==> src/rtl/fb_arb_pkg.sv <==
// Shared types for the framebuffer port arbiter: grant encoding and the
// requester state machines.
package fb_arb_pkg;

  typedef enum logic [1:0] {
    GNT_NONE,
    GNT_DISP,
    GNT_CPU,
    GNT_CLR
  } grant_e;

  typedef enum logic {
    C_IDLE,
    C_ACK
  } cpu_state_e;

  typedef enum logic [1:0] {
    CL_IDLE,
    CL_RUN,
    CL_DONE
  } clr_state_e;

endpackage

==> src/rtl/fb_clear_seq.sv <==
// Bulk-clear sequencer: walks a word counter from 0 to CLR_WORDS-1, advancing
// only when the arbiter grants the write slot.
module fb_clear_seq
  import fb_arb_pkg::*;
#(
  parameter int AW        = 12,
  parameter int CLR_WORDS = 4096
) (
  input  logic          clk,
  input  logic          rst,
  input  logic          start,
  input  logic          slot_free,
  output logic          wr_req,
  output logic [AW-1:0] addr,
  output logic          busy,
  output logic          done
);

  // One extra counter bit so CLR_WORDS == 2**AW terminates without wrapping.
  localparam logic [AW:0] LAST = (AW+1)'(CLR_WORDS - 1);

  clr_state_e  state_q, state_d;
  logic [AW:0] cnt_q, cnt_d;

  always_ff @(posedge clk) begin
    if (rst) begin
      state_q <= CL_IDLE;
      cnt_q   <= '0;
    end else begin
      state_q <= state_d;
      cnt_q   <= cnt_d;
    end
  end

  always_comb begin
    state_d = state_q;
    cnt_d   = cnt_q;
    case (state_q)
      CL_IDLE: begin
        if (start) begin
          cnt_d   = '0;
          state_d = CL_RUN;
        end
      end
      CL_RUN: begin
        if (slot_free) begin
          cnt_d = cnt_q + (AW+1)'(1);
          if (cnt_q == LAST) state_d = CL_DONE;
        end
      end
      CL_DONE: state_d = CL_IDLE;
      default: state_d = CL_IDLE;
    endcase
  end

  assign wr_req = (state_q == CL_RUN);
  assign busy   = (state_q == CL_RUN);
  assign done   = (state_q == CL_DONE);
  assign addr   = cnt_q[AW-1:0];

endmodule

==> src/rtl/fb_port_arbiter.sv <==
// Single-port framebuffer BRAM arbiter: display > CPU > clear, one grant per
// cycle, read data steered back by the registered grant.
module fb_port_arbiter
  import fb_arb_pkg::*;
#(
  parameter int             AW        = 12,
  parameter int             DW        = 8,
  parameter int             CLR_WORDS = 4096,
  parameter logic [DW-1:0]  CLR_VALUE = '0
) (
  input  logic          i_clk,
  input  logic          i_rst,
  input  logic          i_disp_req,
  input  logic [AW-1:0] i_disp_addr,
  output logic          o_disp_valid,
  output logic [DW-1:0] o_disp_data,
  input  logic          i_cpu_stb,
  input  logic          i_cpu_we,
  input  logic [AW-1:0] i_cpu_adr,
  input  logic [DW-1:0] i_cpu_dat,
  output logic          o_cpu_ack,
  output logic [DW-1:0] o_cpu_rdt,
  input  logic          i_clr_start,
  output logic          o_clr_busy,
  output logic          o_clr_done,
  output logic          o_ram_en,
  output logic          o_ram_we,
  output logic [AW-1:0] o_ram_addr,
  output logic [DW-1:0] o_ram_wdata,
  input  logic [DW-1:0] i_ram_rdata
);

  grant_e        grant, gnt_q;
  cpu_state_e    cpu_state, cpu_state_d;
  logic          cpu_we_q;
  logic [DW-1:0] disp_hold_q, cpu_hold_q;
  logic          clr_wr_req, clr_busy, clr_done, clr_slot;
  logic [AW-1:0] clr_addr;

  fb_clear_seq #(
    .AW        (AW),
    .CLR_WORDS (CLR_WORDS)
  ) u_clear_seq (
    .clk       (i_clk),
    .rst       (i_rst),
    .start     (i_clr_start),
    .slot_free (clr_slot),
    .wr_req    (clr_wr_req),
    .addr      (clr_addr),
    .busy      (clr_busy),
    .done      (clr_done)
  );

  // The clear never competes with the CPU directly: CPU grants are blocked
  // while busy, so the clear only yields to display and an outstanding ack.
  always_comb begin
    grant = GNT_NONE;
    if (!i_rst) begin
      if (i_disp_req)                                        grant = GNT_DISP;
      else if (i_cpu_stb && !clr_busy && cpu_state == C_IDLE) grant = GNT_CPU;
      else if (clr_wr_req && cpu_state != C_ACK)              grant = GNT_CLR;
    end
  end

  assign clr_slot = (grant == GNT_CLR);

  always_comb begin
    o_ram_en    = 1'b0;
    o_ram_we    = 1'b0;
    o_ram_addr  = '0;
    o_ram_wdata = '0;
    case (grant)
      GNT_DISP: begin
        o_ram_en   = 1'b1;
        o_ram_addr = i_disp_addr;
      end
      GNT_CPU: begin
        o_ram_en    = 1'b1;
        o_ram_we    = i_cpu_we;
        o_ram_addr  = i_cpu_adr;
        o_ram_wdata = i_cpu_dat;
      end
      GNT_CLR: begin
        o_ram_en    = 1'b1;
        o_ram_we    = 1'b1;
        o_ram_addr  = clr_addr;
        o_ram_wdata = CLR_VALUE;
      end
      default: ;
    endcase
  end

  always_comb begin
    cpu_state_d = cpu_state;
    case (cpu_state)
      C_IDLE:  if (grant == GNT_CPU) cpu_state_d = C_ACK;
      C_ACK:   cpu_state_d = C_IDLE;
      default: cpu_state_d = C_IDLE;
    endcase
  end

  always_ff @(posedge i_clk) begin
    if (i_rst) begin
      cpu_state   <= C_IDLE;
      gnt_q       <= GNT_NONE;
      cpu_we_q    <= 1'b0;
      disp_hold_q <= '0;
      cpu_hold_q  <= '0;
    end else begin
      cpu_state <= cpu_state_d;
      gnt_q     <= grant;
      if (grant == GNT_CPU) cpu_we_q <= i_cpu_we;
      if (gnt_q == GNT_DISP) disp_hold_q <= i_ram_rdata;
      if (cpu_state == C_ACK && !cpu_we_q) cpu_hold_q <= i_ram_rdata;
    end
  end

  // Outputs are forced quiet while reset is held, even mid-transaction.
  assign o_disp_valid = !i_rst && (gnt_q == GNT_DISP);
  assign o_disp_data  = i_rst ? '0 : ((gnt_q == GNT_DISP) ? i_ram_rdata : disp_hold_q);
  assign o_cpu_ack    = !i_rst && (cpu_state == C_ACK);
  assign o_cpu_rdt    = i_rst ? '0 :
                        ((cpu_state == C_ACK && !cpu_we_q) ? i_ram_rdata : cpu_hold_q);
  assign o_clr_busy   = !i_rst && clr_busy;
  assign o_clr_done   = !i_rst && clr_done;

endmodule

==> config.mk <==
export PLATFORM = sky130hd
export DESIGN_NAME = fb_port_arbiter
export DESIGN_NICKNAME = d
export VERILOG_FILES = /design/src/rtl/fb_arb_pkg.sv /design/src/rtl/fb_clear_seq.sv /design/src/rtl/fb_port_arbiter.sv
export SDC_FILE = /design/constraint.sdc
export NUM_CORES = 1
export LEC_CHECK = 0
export BUFFER_PORTS_ARGS = -buffer_cell sky130_fd_sc_hd__clkbuf_2
export CORE_MARGIN = 5
export CORE_UTILIZATION = 41
export CTS_CLUSTER_SIZE = 20
export DETAILED_ROUTE_END_ITERATION = 7
export MAX_ROUTING_LAYER = met4
export PLACE_DENSITY_LB_ADDON = 0.08
export SYNTH_ARGS = -nofsm -noshare
export SYNTH_HDL_FRONTEND = slang
export SYNTH_SLANG_ARGS = --single-unit
==> constraint.sdc <==
create_clock -name i_clk -period 2 [get_ports i_clk]
set_input_delay 0.4 -clock i_clk [delete_from_list [all_inputs] [get_ports i_clk]]
set_output_delay 0.4 -clock i_clk [all_outputs]
set_load 0.02 [all_outputs]
## Yosys cells after proc, flatten, opt, wreduce, memory -nomap -nowiden

Index checks and enable logic that the tools add are counted.

| cells by class | value |
|---|---|
| add/subtract/negate cells | 1 |
| multiply operators | 0 |
| div/mod/pow operators | 0 |
| order comparisons | 0 |
| eq/ne operators | 10 |
| shifts and indexed selects | 0 |
| mux-type cells | 21 |
| bitwise operators | 1 |
| reduce and logical (&&, ||, !) cells | 16 |

Operators by type and width:

| cell | count |
|---|---|
| $mux W8 | 5 |
| $pmux W12 S3 | 1 |
| $mux W13 | 2 |
| $pmux W13 S2 | 1 |
| $mux W2 | 7 |
| $add A13 B1 Y13 const B | 1 |
| $eq A13 B12 Y1 const B | 1 |
| $logic_and A1 B1 Y1 | 8 |
| $eq A2 B1 Y1 const B | 3 |
| $eq A2 B2 Y1 const B | 3 |
| $reduce_and A3 Y1 | 2 |
| $ne A2 B1 Y1 const B | 2 |
| $pmux W1 S2 | 2 |
| $pmux W2 S2 | 1 |
| $logic_not A1 Y1 | 3 |
| $reduce_or A3 Y1 | 1 |
| $logic_not A2 Y1 | 1 |
| $mux W1 | 2 |
| $ne A2 B2 Y1 const B | 1 |
| $reduce_bool A2 Y1 | 1 |
| $not A1 Y1 | 1 |

| word-level totals | value |
|---|---|
| register bits | 35 |
| latch bits | 0 |
| bits in writable memories | 0 |
| bits in read-only memories | 0 |
| input bits | 46 |
| output and inout port bits | 42 |
| logic and storage cells | 56 |
| memories | 0 |

## Logic depth before layout (Yosys ltp)

| depth | value |
|---|---|
| word-level depth | 10 |
| mapped depth | 6 |
| mapped depth without buffers | 5 |

## Hierarchy

Synthesis repeated with hierarchy kept, for this count alone.

| unflattened totals | value |
|---|---|
| cell total of the unflattened synthesis | 222 |
| area, all modules | 1888.1 um2 |

Modules (own cells, without submodules):

| module | times used | cells an instance | area each (um2) | seq. area each (um2) |
|---|---|---|---|---|
| fb_port_arbiter | 1 | 126 | 1063.5 | 400.4 |
| fb_clear_seq | 1 | 96 | 824.5 | 300.3 |

## Worst setup path before layout

OpenSTA, ideal clock, no wires.

| path | value |
|---|---|
| path type | reg2out |
| start | reg u_clear_seq.state_q[1] |
| end | out o_ram_addr[4] |
| data arrival time | 1.889 ns |
| required time | 1.600 ns |
| setup slack | -0.289 ns |
| stages on the path, launching flop included | 7 |
| cells stage by stage | dfxtp_1 -> clkbuf_1 -> nor3b_1 -> o21bai_1 -> buf_2 -> mux2i_1 -> o21ai_0 |

| between the ends | value |
|---|---|
| cells in the longest elaborated chain, start to end | 9 |
| elaborated cells on any way between the ends | 13 |
| those cells by class | 4 x eq/ne; 5 x mux; 4 x reduce/logical |

Ends and longest elaborated chain:

| element | line | RTL |
|---|---|---|
| start, declared | fb_clear_seq.sv:22 | `clr_state_e state_q, state_d;` |
| start signal, assigned | fb_clear_seq.sv:30 | `state_q <= state_d;` |
| $eq A2 B1 Y1 * | fb_clear_seq.sv:56, fb_clear_seq.sv:57 |  |
| $logic_not A1 Y1 | fb_port_arbiter.sv:60 | `else if (i_cpu_stb && !clr_busy && cpu_state == C_IDLE) grant = GNT_CPU;` |
| $logic_and A1 B1 Y1 (2 in series) | fb_port_arbiter.sv:60 |  |
| $mux W2 * | fb_port_arbiter.sv:60 |  |
| $mux W2 * | fb_port_arbiter.sv:59 | `if (i_disp_req) grant = GNT_DISP;` |
| $mux W2 * | fb_port_arbiter.sv:58 | `if (!i_rst) begin` |
| $eq A2 B2 Y1 / $eq A2 B1 Y1 (equally long branches) | fb_port_arbiter.sv:72 | `case (grant)` |
| $pmux W12 S3 * | fb_port_arbiter.sv:72 |  |
| end, declared | fb_port_arbiter.sv:28 | `output logic [AW-1:0] o_ram_addr,` |

Every way passes the cells marked *; elsewhere a longest branch is shown, timed or not.

## Worst setup path after layout

| path | value |
|---|---|
| start | reg u_clear_seq.state_q[0] |
| end | out o_ram_addr[2] |

The elaborated chain is that of the path after synthesis.

==> results.yml <==
sta:
  finalCriticalPeriod_ps: 2000
  final-max-slew-violation-count: 0
  finalHoldViolations: 0
  fin_crit_sh_pct: 99.9
  tightest_slew_ps: 529
  rsz0062_at_grt: "true"
  slew-limit-headroom_pct: 63.8
  setup_viol: 0
  clock.fmax_ghz: 0.501
  finClkSkew_ps: 5.14
placement:
  place_congestion: 0.850
  portBuffers: 87
  place_area_um2: 2420
  dp_hpwl_um: 3960
logic_synthesis:
  ys_types: 37
  ys_seq_elements: 35
  synth.most_common_cell: "dfxtp_1"
  synth_flop_cell: "dfxtp_1"
  synth-edff-count: 0
  synth_async_sr_flop_share_pct: 0
  yosysTopAreaCellShare_pct: 39.5
  yosysTopAreaCell: "dfxtp_1"
  netlist_area_um2: 1770
  ys_seq_area_share_pct: 39.5
  yosys-top-cells-area: "dfxtp_1 (39%), mux2i_1 (12%), nand2_1 (7.0%)"
  synthCells: 217
  avgSynthCellArea_um2: 8.18
  syn_nets: 264
  yosysWarningCount: 0
  yosys-top-cells-count: "dfxtp_1 (35), nand2_1 (33), mux2i_1 (22)"
cts:
  clock_latency_ps: 280
  clk_pin_slew_ps: 70
  htree_levels: 2
  ctsHoldBuffers: 0
  cts_made_buffers: 5
  cts_tree: "built"
  clockBufferDepth: 2
  cts_root_buffer: "clkbuf_8"
  clkSinkCount: 35
cells_and_area:
  fillers: 424
  layout-drive-gt1-share_pct: 43.4
  syn_to_final_growth_pct: 46.9
  diodes: 0
  nets: 371
  stdcell_area_um2: 2610
  fin_util_pct: 61.1
floorplanning:
  die_width_um: 75.8
  ioPinCount: 88
  die_h_um: 75.8
  die-area_um2: 5740
  core-area_um2: 4260
  start_util_pct: 41.6
  rows: 24
run_status:
  outcome: "complete, no violations"
power:
  irDropWorstVdd_v: 0.000377
  p_per_area_nw_per_um2: 597
  p_leak_nw: 1.26
grt:
  grt_usage_pct: 17.7
  grt-ovfl-total: 0
  grt_pass1_vias: 1741
  grt_pass1_wl_um: 7630
  grt_max_degree: 21
  antenna_found_initial: 0
worst_setup_path:
  cp_cell_sequence: "nor3b_2 > o21bai_2 > buf_4 > mux2i_2 > o21ai_1 > buf_4"
  worstPathRequired_ps: 1600
  end_kind: "output pin"
  crit_path_start_kind: "flop"
  crit_top_cell: "buf_4"
  crit_slowest_cell: "dfxtp_2"
  crit_fanout: 4
  max_stage_delay_ps: 330
  crit_arrival_ps: 1600
  worstSetupPathType: "reg2out"
route:
  num_vias: 1908
  finalWirelength_um: 5010
  met3_length_um: 358
  wl_met2_um: 2390
  top_layer_used: "met4"
  first_pass_iters: 4
  drc: 0
  routedWlPerCell_um: 13.3
  wl_met1_um: 2200
  viasPerCell: 5.06
  drt_iter0_markers: 83
  postRouteAntennaNets: 0
hold_path:
  hp-class: "in2reg"
flow_run:
  maxCapViolCount: 0
logic make-up after synthesis:
group	synth area share [%]
AOI/OAI and AO/OA	13.9
xor gates and xnor gates	2.47
adders and majority gates	0.705
buffers and inverters	4.30
DFF	39.5
muxes	12.4
and+or+nand+nor	26.7
worst max-delay path: cells and delay by family, from the launching register on:
| family | cells | cell delay [ps] |
|---|---|---|
| buffers and inverters | 2 | 350 |
| DFF | 1 | 330 |
| AOI/OAI and AO/OA | 2 | 250 |
| muxes | 1 | 240 |
| and+or+nand+nor | 1 | 150 |
where the power goes:
part	leakage (nW)	internal [mW]	switching (mW)
clock network	0.0412	0.243	0.254
logic	0.934	0.150	0.183
registers	0.285	0.717	0.00730
flip-flops by register name, summed over array words and instances, names as in the netlist:
name                 flops
u_clear_seq.cnt_q       13
cpu_hold_q               8
disp_hold_q              8
gnt_q                    2
u_clear_seq.state_q      2
cpu_state                1
cpu_we_q                 1
timing repair:
item | CTS | global route
buffers inserted | 0 | 1
cloned | 0 | 1
resized for setup | 15 | 26
endpoints found under the setup margin | 30 | 21
pin swaps | 0 | 1
cell usage in the layout, fill, tap and decap left out, drive strengths merged:
cell type,n
o21a,1
or3,1
o31ai,4
ha,1
a2111oi,1
o21ba,1
o21bai,2
or2,1
xor2,1
o21ai,14
and4,1
nand4,2
clkinvlp,1
nand2,33
and2,8
clkinv,1
nor4,2
nand4b,2
nor3b,2
a21o,1
inv,5
dfxtp,35
nor3,1
nand3,6
mux2i,22
and3,1
nand2b,4
a21oi,15
nor2b,4
buf,35
clkbuf,84
nor2,19
or4b,1
or4,6
a211oi,2
o211ai,1
xnor2,4
final timing paths:
path                                                           from                                 end  slack (ps)  cells past startpoint
worst max-delay path            u_clear_seq.state_q[0]$_SDFFE_PP0P_                       o_ram_addr[2]           2                      6
worst min-delay path                                 i_ram_rdata[3]              disp_hold_q[3]$_DFF_P_         370                      3
worst max register to register                 cpu_state$_SDFF_PP0_  u_clear_seq.cnt_q[10]$_SDFFE_PP0P_         120                      4
worst min register to register               disp_hold_q[3]$_DFF_P_              disp_hold_q[3]$_DFF_P_         460                      2
through the flow:
step                      TNS [ps]  setup WS, ps  hold slack, ps  total power, mW  std cells
after floorplan              -2.22        -0.697             420            0.914        217
after global placement           0          1.55             447             1.05        367
after detailed placement     -45.1         -28.5             456             1.05        367
after CTS                     -143         -50.9             356             1.56        375
after global routing          -402         -52.5             366             1.64        377
final                            0          2.35             368             1.56        377
layout make-up:
cell class / count / area (µm²) / share of cell area [%]
Tap cell: 52 / 65.1 / 2.50
Inverter: 5 / 18.8 / 0.720
Multi-Input combinational cell: 164 / 1070 / 41.0
Sequential cell: 35 / 703 / 27.0
Clock buffer: 6 / 72.6 / 2.78
Timing Repair Buffer: 113 / 664 / 25.5
Clock inverter: 2 / 12.5 / 0.480
metal layers:
| layer | vias up | GRT usage [%] |
|---|---|---|
| met2 | 66 | 28.4 |
| met3 | 8 | 3.30 |
| met4 | 0 | 5.44 |
| li1 | 971 | - |
| met1 | 863 | 22.6 |
| met5 | - | - |
Note: power is estimated with default switching activity, not from simulation.
